===== src/rtl/cc_reorder_pkg.sv =====
// Shared types and constants for the reorder request sequencer.
package cc_reorder_pkg;

  typedef enum logic [0:0] {
    IDLE    = 1'b0,
    AR_WAIT = 1'b1
  } state_e;

  localparam int unsigned LINE_OFFSET_BITS   = 6;
  localparam int unsigned BURST_LEN_DEF      = 8;
  localparam int unsigned HIT_DATA_WIDTH_DEF = 518;
  localparam int unsigned CNT_WIDTH          = 4;
  localparam int unsigned ARLEN_WIDTH        = 4;

endpackage


===== src/rtl/cc_outstanding_cnt.sv =====
// Outstanding miss-burst counter: saturating up/down with limit compare and
// a sticky flag for a retire arriving when nothing is in flight.
module cc_outstanding_cnt
  import cc_reorder_pkg::*;
#(
  parameter int unsigned MAX = 4
) (
  input  logic                 clk,
  input  logic                 rst,
  input  logic                 inc_i,
  input  logic                 dec_i,
  output logic [CNT_WIDTH-1:0] cnt_o,
  output logic                 at_max_o,
  output logic                 err_o
);

  logic [CNT_WIDTH-1:0] cnt_q, cnt_d;
  logic                 err_q, err_d;

  assign at_max_o = (cnt_q >= CNT_WIDTH'(MAX));
  assign cnt_o    = cnt_q;
  assign err_o    = err_q;

  // A retire at zero is bogus: it flags an error and never cancels an increment.
  always_comb begin
    cnt_d = cnt_q;
    err_d = err_q;
    if (dec_i && (cnt_q == '0)) begin
      err_d = 1'b1;
    end
    if (inc_i && !(dec_i && (cnt_q != '0))) begin
      if (!at_max_o) begin
        cnt_d = cnt_q + 1'b1;
      end
    end else if (dec_i && !inc_i && (cnt_q != '0)) begin
      cnt_d = cnt_q - 1'b1;
    end
  end

  always_ff @(posedge clk or posedge rst) begin
    if (rst) begin
      cnt_q <= '0;
      err_q <= 1'b0;
    end else begin
      cnt_q <= cnt_d;
      err_q <= err_d;
    end
  end

endmodule


===== src/rtl/cc_reorder_ctrl.sv =====
// Request sequencer ahead of the data reorder unit: writes hit flags/data in
// request order and issues one AR burst per miss, throttled by credits and afull.
module cc_reorder_ctrl
  import cc_reorder_pkg::*;
#(
  parameter int unsigned ADDR_WIDTH      = 32,
  parameter int unsigned HIT_DATA_WIDTH  = HIT_DATA_WIDTH_DEF,
  parameter int unsigned MAX_OUTSTANDING = 4,
  parameter int unsigned BURST_LEN       = BURST_LEN_DEF
) (
  input  logic                      clk,
  input  logic                      rst,
  input  logic                      lookup_valid_i,
  output logic                      lookup_ready_o,
  input  logic                      lookup_hit_i,
  input  logic [ADDR_WIDTH-1:0]     lookup_addr_i,
  input  logic [HIT_DATA_WIDTH-1:0] lookup_data_i,
  input  logic                      hit_flag_fifo_afull_i,
  output logic                      hit_flag_fifo_wren_o,
  output logic                      hit_flag_fifo_wdata_o,
  input  logic                      hit_data_fifo_afull_i,
  output logic                      hit_data_fifo_wren_o,
  output logic [HIT_DATA_WIDTH-1:0] hit_data_fifo_wdata_o,
  output logic [ADDR_WIDTH-1:0]     mem_araddr_o,
  output logic [ARLEN_WIDTH-1:0]    mem_arlen_o,
  output logic                      mem_arvalid_o,
  input  logic                      mem_arready_i,
  input  logic                      mem_rvalid_i,
  input  logic                      mem_rready_i,
  input  logic                      mem_rlast_i,
  output logic [CNT_WIDTH-1:0]      outstanding_o,
  output logic                      err_o
);

  localparam logic [ADDR_WIDTH-1:0] LINE_MASK = ADDR_WIDTH'((1 << LINE_OFFSET_BITS) - 1);

  state_e                    state_q, state_d;
  logic                      flag_wren_q, flag_wren_d;
  logic                      flag_wdata_q, flag_wdata_d;
  logic                      data_wren_q, data_wren_d;
  logic [HIT_DATA_WIDTH-1:0] data_wdata_q, data_wdata_d;
  logic                      arvalid_q, arvalid_d;
  logic [ADDR_WIDTH-1:0]     araddr_q, araddr_d;
  logic                      ready_c;
  logic                      accept_c;
  logic                      miss_accept_c;
  logic                      retire_c;
  logic                      at_max;

  // Ready never looks at lookup_valid_i, so valid has no combinational path out.
  always_comb begin
    ready_c = 1'b0;
    if ((state_q == IDLE) && !hit_flag_fifo_afull_i) begin
      ready_c = lookup_hit_i ? !hit_data_fifo_afull_i : !at_max;
    end
  end

  assign accept_c      = lookup_valid_i && ready_c;
  assign miss_accept_c = accept_c && !lookup_hit_i;
  assign retire_c      = mem_rvalid_i && mem_rready_i && mem_rlast_i;

  cc_outstanding_cnt #(
    .MAX (MAX_OUTSTANDING)
  ) u_outstanding_cnt (
    .clk      (clk),
    .rst      (rst),
    .inc_i    (miss_accept_c),
    .dec_i    (retire_c),
    .cnt_o    (outstanding_o),
    .at_max_o (at_max),
    .err_o    (err_o)
  );

  always_comb begin
    state_d      = state_q;
    flag_wren_d  = 1'b0;
    flag_wdata_d = flag_wdata_q;
    data_wren_d  = 1'b0;
    data_wdata_d = data_wdata_q;
    arvalid_d    = arvalid_q;
    araddr_d     = araddr_q;
    case (state_q)
      IDLE: begin
        if (accept_c) begin
          flag_wren_d  = 1'b1;
          flag_wdata_d = lookup_hit_i;
          if (lookup_hit_i) begin
            data_wren_d  = 1'b1;
            data_wdata_d = lookup_data_i;
          end else begin
            arvalid_d = 1'b1;
            araddr_d  = lookup_addr_i & ~LINE_MASK;
            state_d   = AR_WAIT;
          end
        end
      end
      AR_WAIT: begin
        if (mem_arready_i) begin
          arvalid_d = 1'b0;
          state_d   = IDLE;
        end
      end
    endcase
  end

  always_ff @(posedge clk or posedge rst) begin
    if (rst) begin
      state_q      <= IDLE;
      flag_wren_q  <= 1'b0;
      flag_wdata_q <= 1'b0;
      data_wren_q  <= 1'b0;
      data_wdata_q <= '0;
      arvalid_q    <= 1'b0;
      araddr_q     <= '0;
    end else begin
      state_q      <= state_d;
      flag_wren_q  <= flag_wren_d;
      flag_wdata_q <= flag_wdata_d;
      data_wren_q  <= data_wren_d;
      data_wdata_q <= data_wdata_d;
      arvalid_q    <= arvalid_d;
      araddr_q     <= araddr_d;
    end
  end

  assign lookup_ready_o        = ready_c;
  assign hit_flag_fifo_wren_o  = flag_wren_q;
  assign hit_flag_fifo_wdata_o = flag_wdata_q;
  assign hit_data_fifo_wren_o  = data_wren_q;
  assign hit_data_fifo_wdata_o = data_wdata_q;
  assign mem_arvalid_o         = arvalid_q;
  assign mem_araddr_o          = araddr_q;
  assign mem_arlen_o           = ARLEN_WIDTH'(BURST_LEN - 1);

endmodule


===== config.mk =====
export PLATFORM = sky130hd
export DESIGN_NAME = cc_reorder_ctrl
export DESIGN_NICKNAME = d
export VERILOG_FILES = /design/src/rtl/cc_reorder_pkg.sv /design/src/rtl/cc_outstanding_cnt.sv /design/src/rtl/cc_reorder_ctrl.sv
export SDC_FILE = /design/constraint.sdc
export NUM_CORES = 1
export LEC_CHECK = 0
export ABC_AREA = 1
export BUFFER_PORTS_ARGS = -buffer_cell sky130_fd_sc_hd__buf_2
export CORE_AREA = 2 2 432 434
export CTS_BUF_LIST = sky130_fd_sc_hd__clkbuf_4 sky130_fd_sc_hd__clkbuf_8
export DETAILED_ROUTE_END_ITERATION = 10
export DIE_AREA = 0 0 434 436
export PLACE_DENSITY_LB_ADDON = 0.2
export SYNTH_ARGS = -nofsm -noshare
export SYNTH_HDL_FRONTEND = slang
export SYNTH_HIERARCHICAL = 1
export SYNTH_SLANG_ARGS = --single-unit

===== constraint.sdc =====
create_clock -name clk -period 18.9 [get_ports clk]
set_input_delay 3.78 -clock clk [delete_from_list [all_inputs] [get_ports clk]]
set_output_delay 3.78 -clock clk [all_outputs]
set_load 0.005 [all_outputs]

# Word-level counts from Yosys, hierarchy flattened
# Index checks and enable logic that the tools add are counted.
# classes
magnitude_cmp	1
eq_ne	4
bitwise	2
addsub	2
n_mux	18
reduce_logical	24
# ops
cell	count
$mux W1	13
$mux W4	3
$logic_and A1 B1 Y1	10
$reduce_and A3 Y1	3
$ne A2 B2 Y1 const B	4
$logic_not A1 Y1	6
$add A4 B1 Y4 const B	1
$ge A4 B3 Y1 const B	1
$logic_not A4 Y1	1
$pmux W1 S2	2
$reduce_and A2 Y1	2
$reduce_bool A4 Y1	1
$sub A4 B1 Y4 const B	1
$not A1 Y1	2
$reduce_bool A2 Y1	1
# word_totals
input_bits	560
ff_bits	554
word_cells	60
output_inout_bits	564

# Depth between registers and ports, before layout
# logic_depth
depth_word	11
ltp_mapped	19
ltp_nobuf	17

# By module
# The synthesis kept the hierarchy.
# modules_own_cells
module	n_inst	cells_per_inst	area_each_um2	seq_area_each_um2
cc_reorder_ctrl	1	2457	22482.8	13738.2
cc_outstanding_cnt	1	48	367.9	125.1

# Worst setup path before layout
# No wires, ideal clock.
# synth_path
path_type	input port to output port
start	input port lookup_hit_i
end	output port lookup_ready_o
t_arrival_ps	4555
path_slack_ps	10565
t_required_ps	15120
stages	6
n_path_buf	3
path_cell_list	buf_2 > nand2_1 > nand2_1 > nor2_4 > buf_2 > buf_2
# synth_via
elab_chain_len	2
# synth_lines
item	line_no	rtl
start: declaration	cc_reorder_ctrl.sv:15	input logic lookup_hit_i,
$mux W1	cc_reorder_ctrl.sv:54	ready_c = lookup_hit_i ? !hit_data_fifo_afull_i : !at_max;
$mux W1	cc_reorder_ctrl.sv:53	if ((state_q == IDLE) && !hit_flag_fifo_afull_i) begin
end: declaration	cc_reorder_ctrl.sv:14	output logic lookup_ready_o,
# Every way passes these cells.

# Final worst setup path
# Ends and elaborated chain as after synthesis.

==> run summary <==
The category of the critical setup timing path is in2out. Across the whole layout, storage elements account for about 14,000 µm². Fill cells in the final layout number 21,247. The first global-routing pass estimated 189 mm of wire. The routed wire length per instance is about 23 µm.

For this run, the leading register cell type out of synthesis is dfrtp_1. The HPWL after detailed placement came out at 102 mm. The congestion estimate from routability-driven global placement came to roughly 0.93. The number of buffers and inverters on the critical path is 2.

Across all hold checks on the routed design, the worst slack comes to 0.461 ns. The number of instances in the synthesized netlist came out at 2,505. The final core area utilization came out at 18.0%. The setup TNS is 0 ns.

The number of buffers inserted for hold repair after clock tree synthesis came out at 0. The leftover overflow at the end of global routing is 0. The number of vias in the routed layout came out at 23,057. The highest cell delay on the worst timing path is 0.31 ns. The number of placed cells counting well taps is 5,881. The min-delay analysis places its worst path in the category reg2reg. The leakage power is approximately 18 nW. The final setup skew came out at 0.0505 ns.

Of all cell types, the one taking the most synthesized area is dfrtp_1. On the critical path, the stage with the largest delay is an instance of buf_8. The sequential cell area fraction in the yosys report came out at 60.7%. After clock tree synthesis, the repair step resized 0 gates.

The critical path goes through buf_8 > nor2_1 > nor2_4 > buf_2. The x dimension of the die is 434 µm. TritonCTS built the clock tree. The share of the clock period used by the worst path is 44.9%. The type of origin of the critical path is a primary input. Summing all multi-input logic gate instances after layout gives 7820 µm². The deepest clock path buffer count came out at 3. The cell at the root of the clock tree is clkbuf_8.

The data arrival time of the worst path came out at between 4 and 5 ns. The number of library cell types mapped by synthesis came out at 27. The number of enable flip-flop cells after synthesis is 0. After synthesis, the largest area contributor takes up 60.7% of total cell area. The register clock-pin slew on the reported worst setup and hold paths came out at approximately 0.050 ns.

The share of flip-flops with an asynchronous set or reset after synthesis came out at 100%. The initial antenna violation count came out at 69. The count of unresolved DRC violations after routing came out at 0. The initial utilization of the core area, before any placement, comes to 12.4%. The design draws 4.83 mW. The number of setup buffers added after CTS is 0.

The die covers 189,000 µm². nand2_1 is the most common cell in the netlist. Before antenna repair, the detailed router went through 5 iterations.

Setup repair after global routing left no endpoint under its margin. The overall die height came out at between 400 and 500 µm. The number of H-tree branching levels came out at 3. The maximum fanout along the worst path is 76. The number of clock buffers added by TritonCTS is approximately 110.

VDD sags by at most 50.8 µV. The clock net in this run drives a total of 554 sinks. The overall routed net length came out at 138 mm. The floorplan has 158 rows. By count the netlist is led by nand2_1, dfrtp_1, nand4_1. The clock period could shrink to 8.48 ns. The net count of the finished layout is around 4,100. The average via count per standard cell came out at 3.78. The count of non-filler cells in the finished layout is slightly above 6,000. The relative max-transition margin came out at under 10%. The netlist area before placement is around 23,000 µm². The via count of the first global-routing pass came to 22,737.

The transition time at the pin with the least slew margin came out at about 1.4 ns. The count of final max-slew check failures was 0. During placement, the flow inserted port buffers numbering 1,107. STA classifies the critical path endpoint as an output port. The run finished with clean final reports. The number of top-level pins is 1,124. The count of state elements after synthesis is 554. For this run, the top clock speed supported by timing is about 120 MHz.

The total track usage is 14.1%. The post-route antenna net violation count came out at 0. The count of endpoints failing setup in the final report came out at 0. The fraction of layout cells with a size suffix above 1 is 37.4%. The clock latency of the later-clocked register in the worst-skew pair came out at approximately 0.86 ns. Entering global routing, the biggest net connects 194 pins. The worst endpoint required time is between 15 and 20 ns.

The total of warnings raised by yosys is 6. The mean area per synthesized cell is ~9.1 µm². The areal power density over the cells is 145 nW/µm². After the first detailed-routing iteration, the DRC count stood at between 1,500 and 2,000. By area the synthesized netlist is led by dfrtp_1, nand2_1, nand4_1. The core footprint is 185,000 µm². Grouping stages by cell kind, the critical path spends the most delay in buffers and inverters. The area growth from synthesis to final layout is 45.4%. The final-report hold violation count is 0. The number of max-capacitance violations reported came out at 0.
-- through the flow --
stage	cell area, µm²	setup WS [ns]
floorplan	22900	7.65
global placement	30700	10.31
detailed placement	30700	10.31
CTS	33200	10.31
global route	33200	10.33
finish	33200	10.42
-- final timing paths --
check	slack, ns	startpoint	depth (start not counted)	endpoint
max	10.42	lookup_hit_i	4	lookup_ready_o
min	0.46	hit_data_fifo_wdata_o[359]	2	hit_data_fifo_wdata_o[359]
max reg2reg	14.69	u_outstanding_cnt/cnt_o[2]	18	u_outstanding_cnt/cnt_o[3]
min reg2reg	0.46	hit_data_fifo_wdata_o[359]	2	hit_data_fifo_wdata_o[359]
max in group asynchronous	12.87	rst	5	hit_data_fifo_wdata_o[34]
min in group asynchronous	2.90	rst	2	u_outstanding_cnt/cnt_o[0]
-- cell usage in the layout (no fill, tap or decap) --
master	instances
clkinv_1	1
clkbuf_8	143
o211ai_1	1
a21oi_2	1
nand4_1	544
bufinv_16	3
inv_1	15
dfrtp_1	554
nand2_2	1
nand2_1	1106
buf_2	1105
clkinv_8	2
inv_12	1
o21bai_1	1
nor3_1	1
clkinvlp_4	3
o21ai_0	1
fa_1	1
nor2_4	2
inv_6	1
clkinv_2	13
inv_8	1
buf_4	25
nand2_4	1
buf_8	2
nand3_4	1
ha_1	2
diode_2	16
a21oi_1	2
clkbuf_4	32
nand3_2	1
buf_12	7
nor2_1	7
conb_1	10
nor2_2	2
xor2_1	1
and3_1	1
nand3_1	4
-- power by group --
group,switching (mW),total [mW],internal (mW)
sequential,0.277,1.95,1.67
clock,0.621,1.40,0.782
combinational,0.903,1.48,0.573
-- layer usage --
| layer | track usage [%] | up-vias | part of all wire [%] |
|---|---|---|---|
| met3 | 3.73 | 234 | 6.7 |
| met1 | 18.6 | 11391 | 44 |
| met2 | 22.7 | 870 | 47 |
| met5 | 0 | - | 0.18 |
| li1 | - | 10528 | - |
| met4 | 3.75 | 34 | 2.3 |
-- tightest hold or removal path, stage by stage (launching register included) --
cell and delay (ns):
dfrtp_1 0.33, nand2_1 0.05, nand2_1 0.04
-- logic make-up (layout without fill, tap and decap cells) --
group,count (synthesis),count (layout),share of synthesized area (%)
adder cells (fa/ha/maj),3,3,0.197
XOR/XNOR,1,1,0.0383
buffers and inverters,268,1354,5.28
other,2,26,0.0329
AND/OR/NAND/NOR,1671,1671,33.6
flip-flops,554,554,60.7
AO/OA/AOI/OAI,6,6,0.170
-- flip-flops by register name, summed over array words and instances (netlist names) --
signal and cells:
hit_flag_fifo_wdata_o 1, hit_data_fifo_wdata_o 518, mem_araddr_o 26, hit_flag_fifo_wren_o 1
hit_data_fifo_wren_o 1, u_outstanding_cnt/err_o 1, state_q 1, mem_arvalid_o 1
u_outstanding_cnt/cnt_o 4
-- layout make-up --
| class | count | area share (%) |
|---|---|---|
| inverter | 17 | 0.203 |
| tap | 2480 | 9.34 |
| timing repair buffer | 1139 | 17.7 |
| antenna | 16 | 0.120 |
| sequential | 554 | 41.7 |
| clock inverter | 23 | 0.719 |
| clock buffer | 175 | 6.65 |
| multi-input combinational | 1691 | 23.5 |
Power figures use the tool's default switching activity.
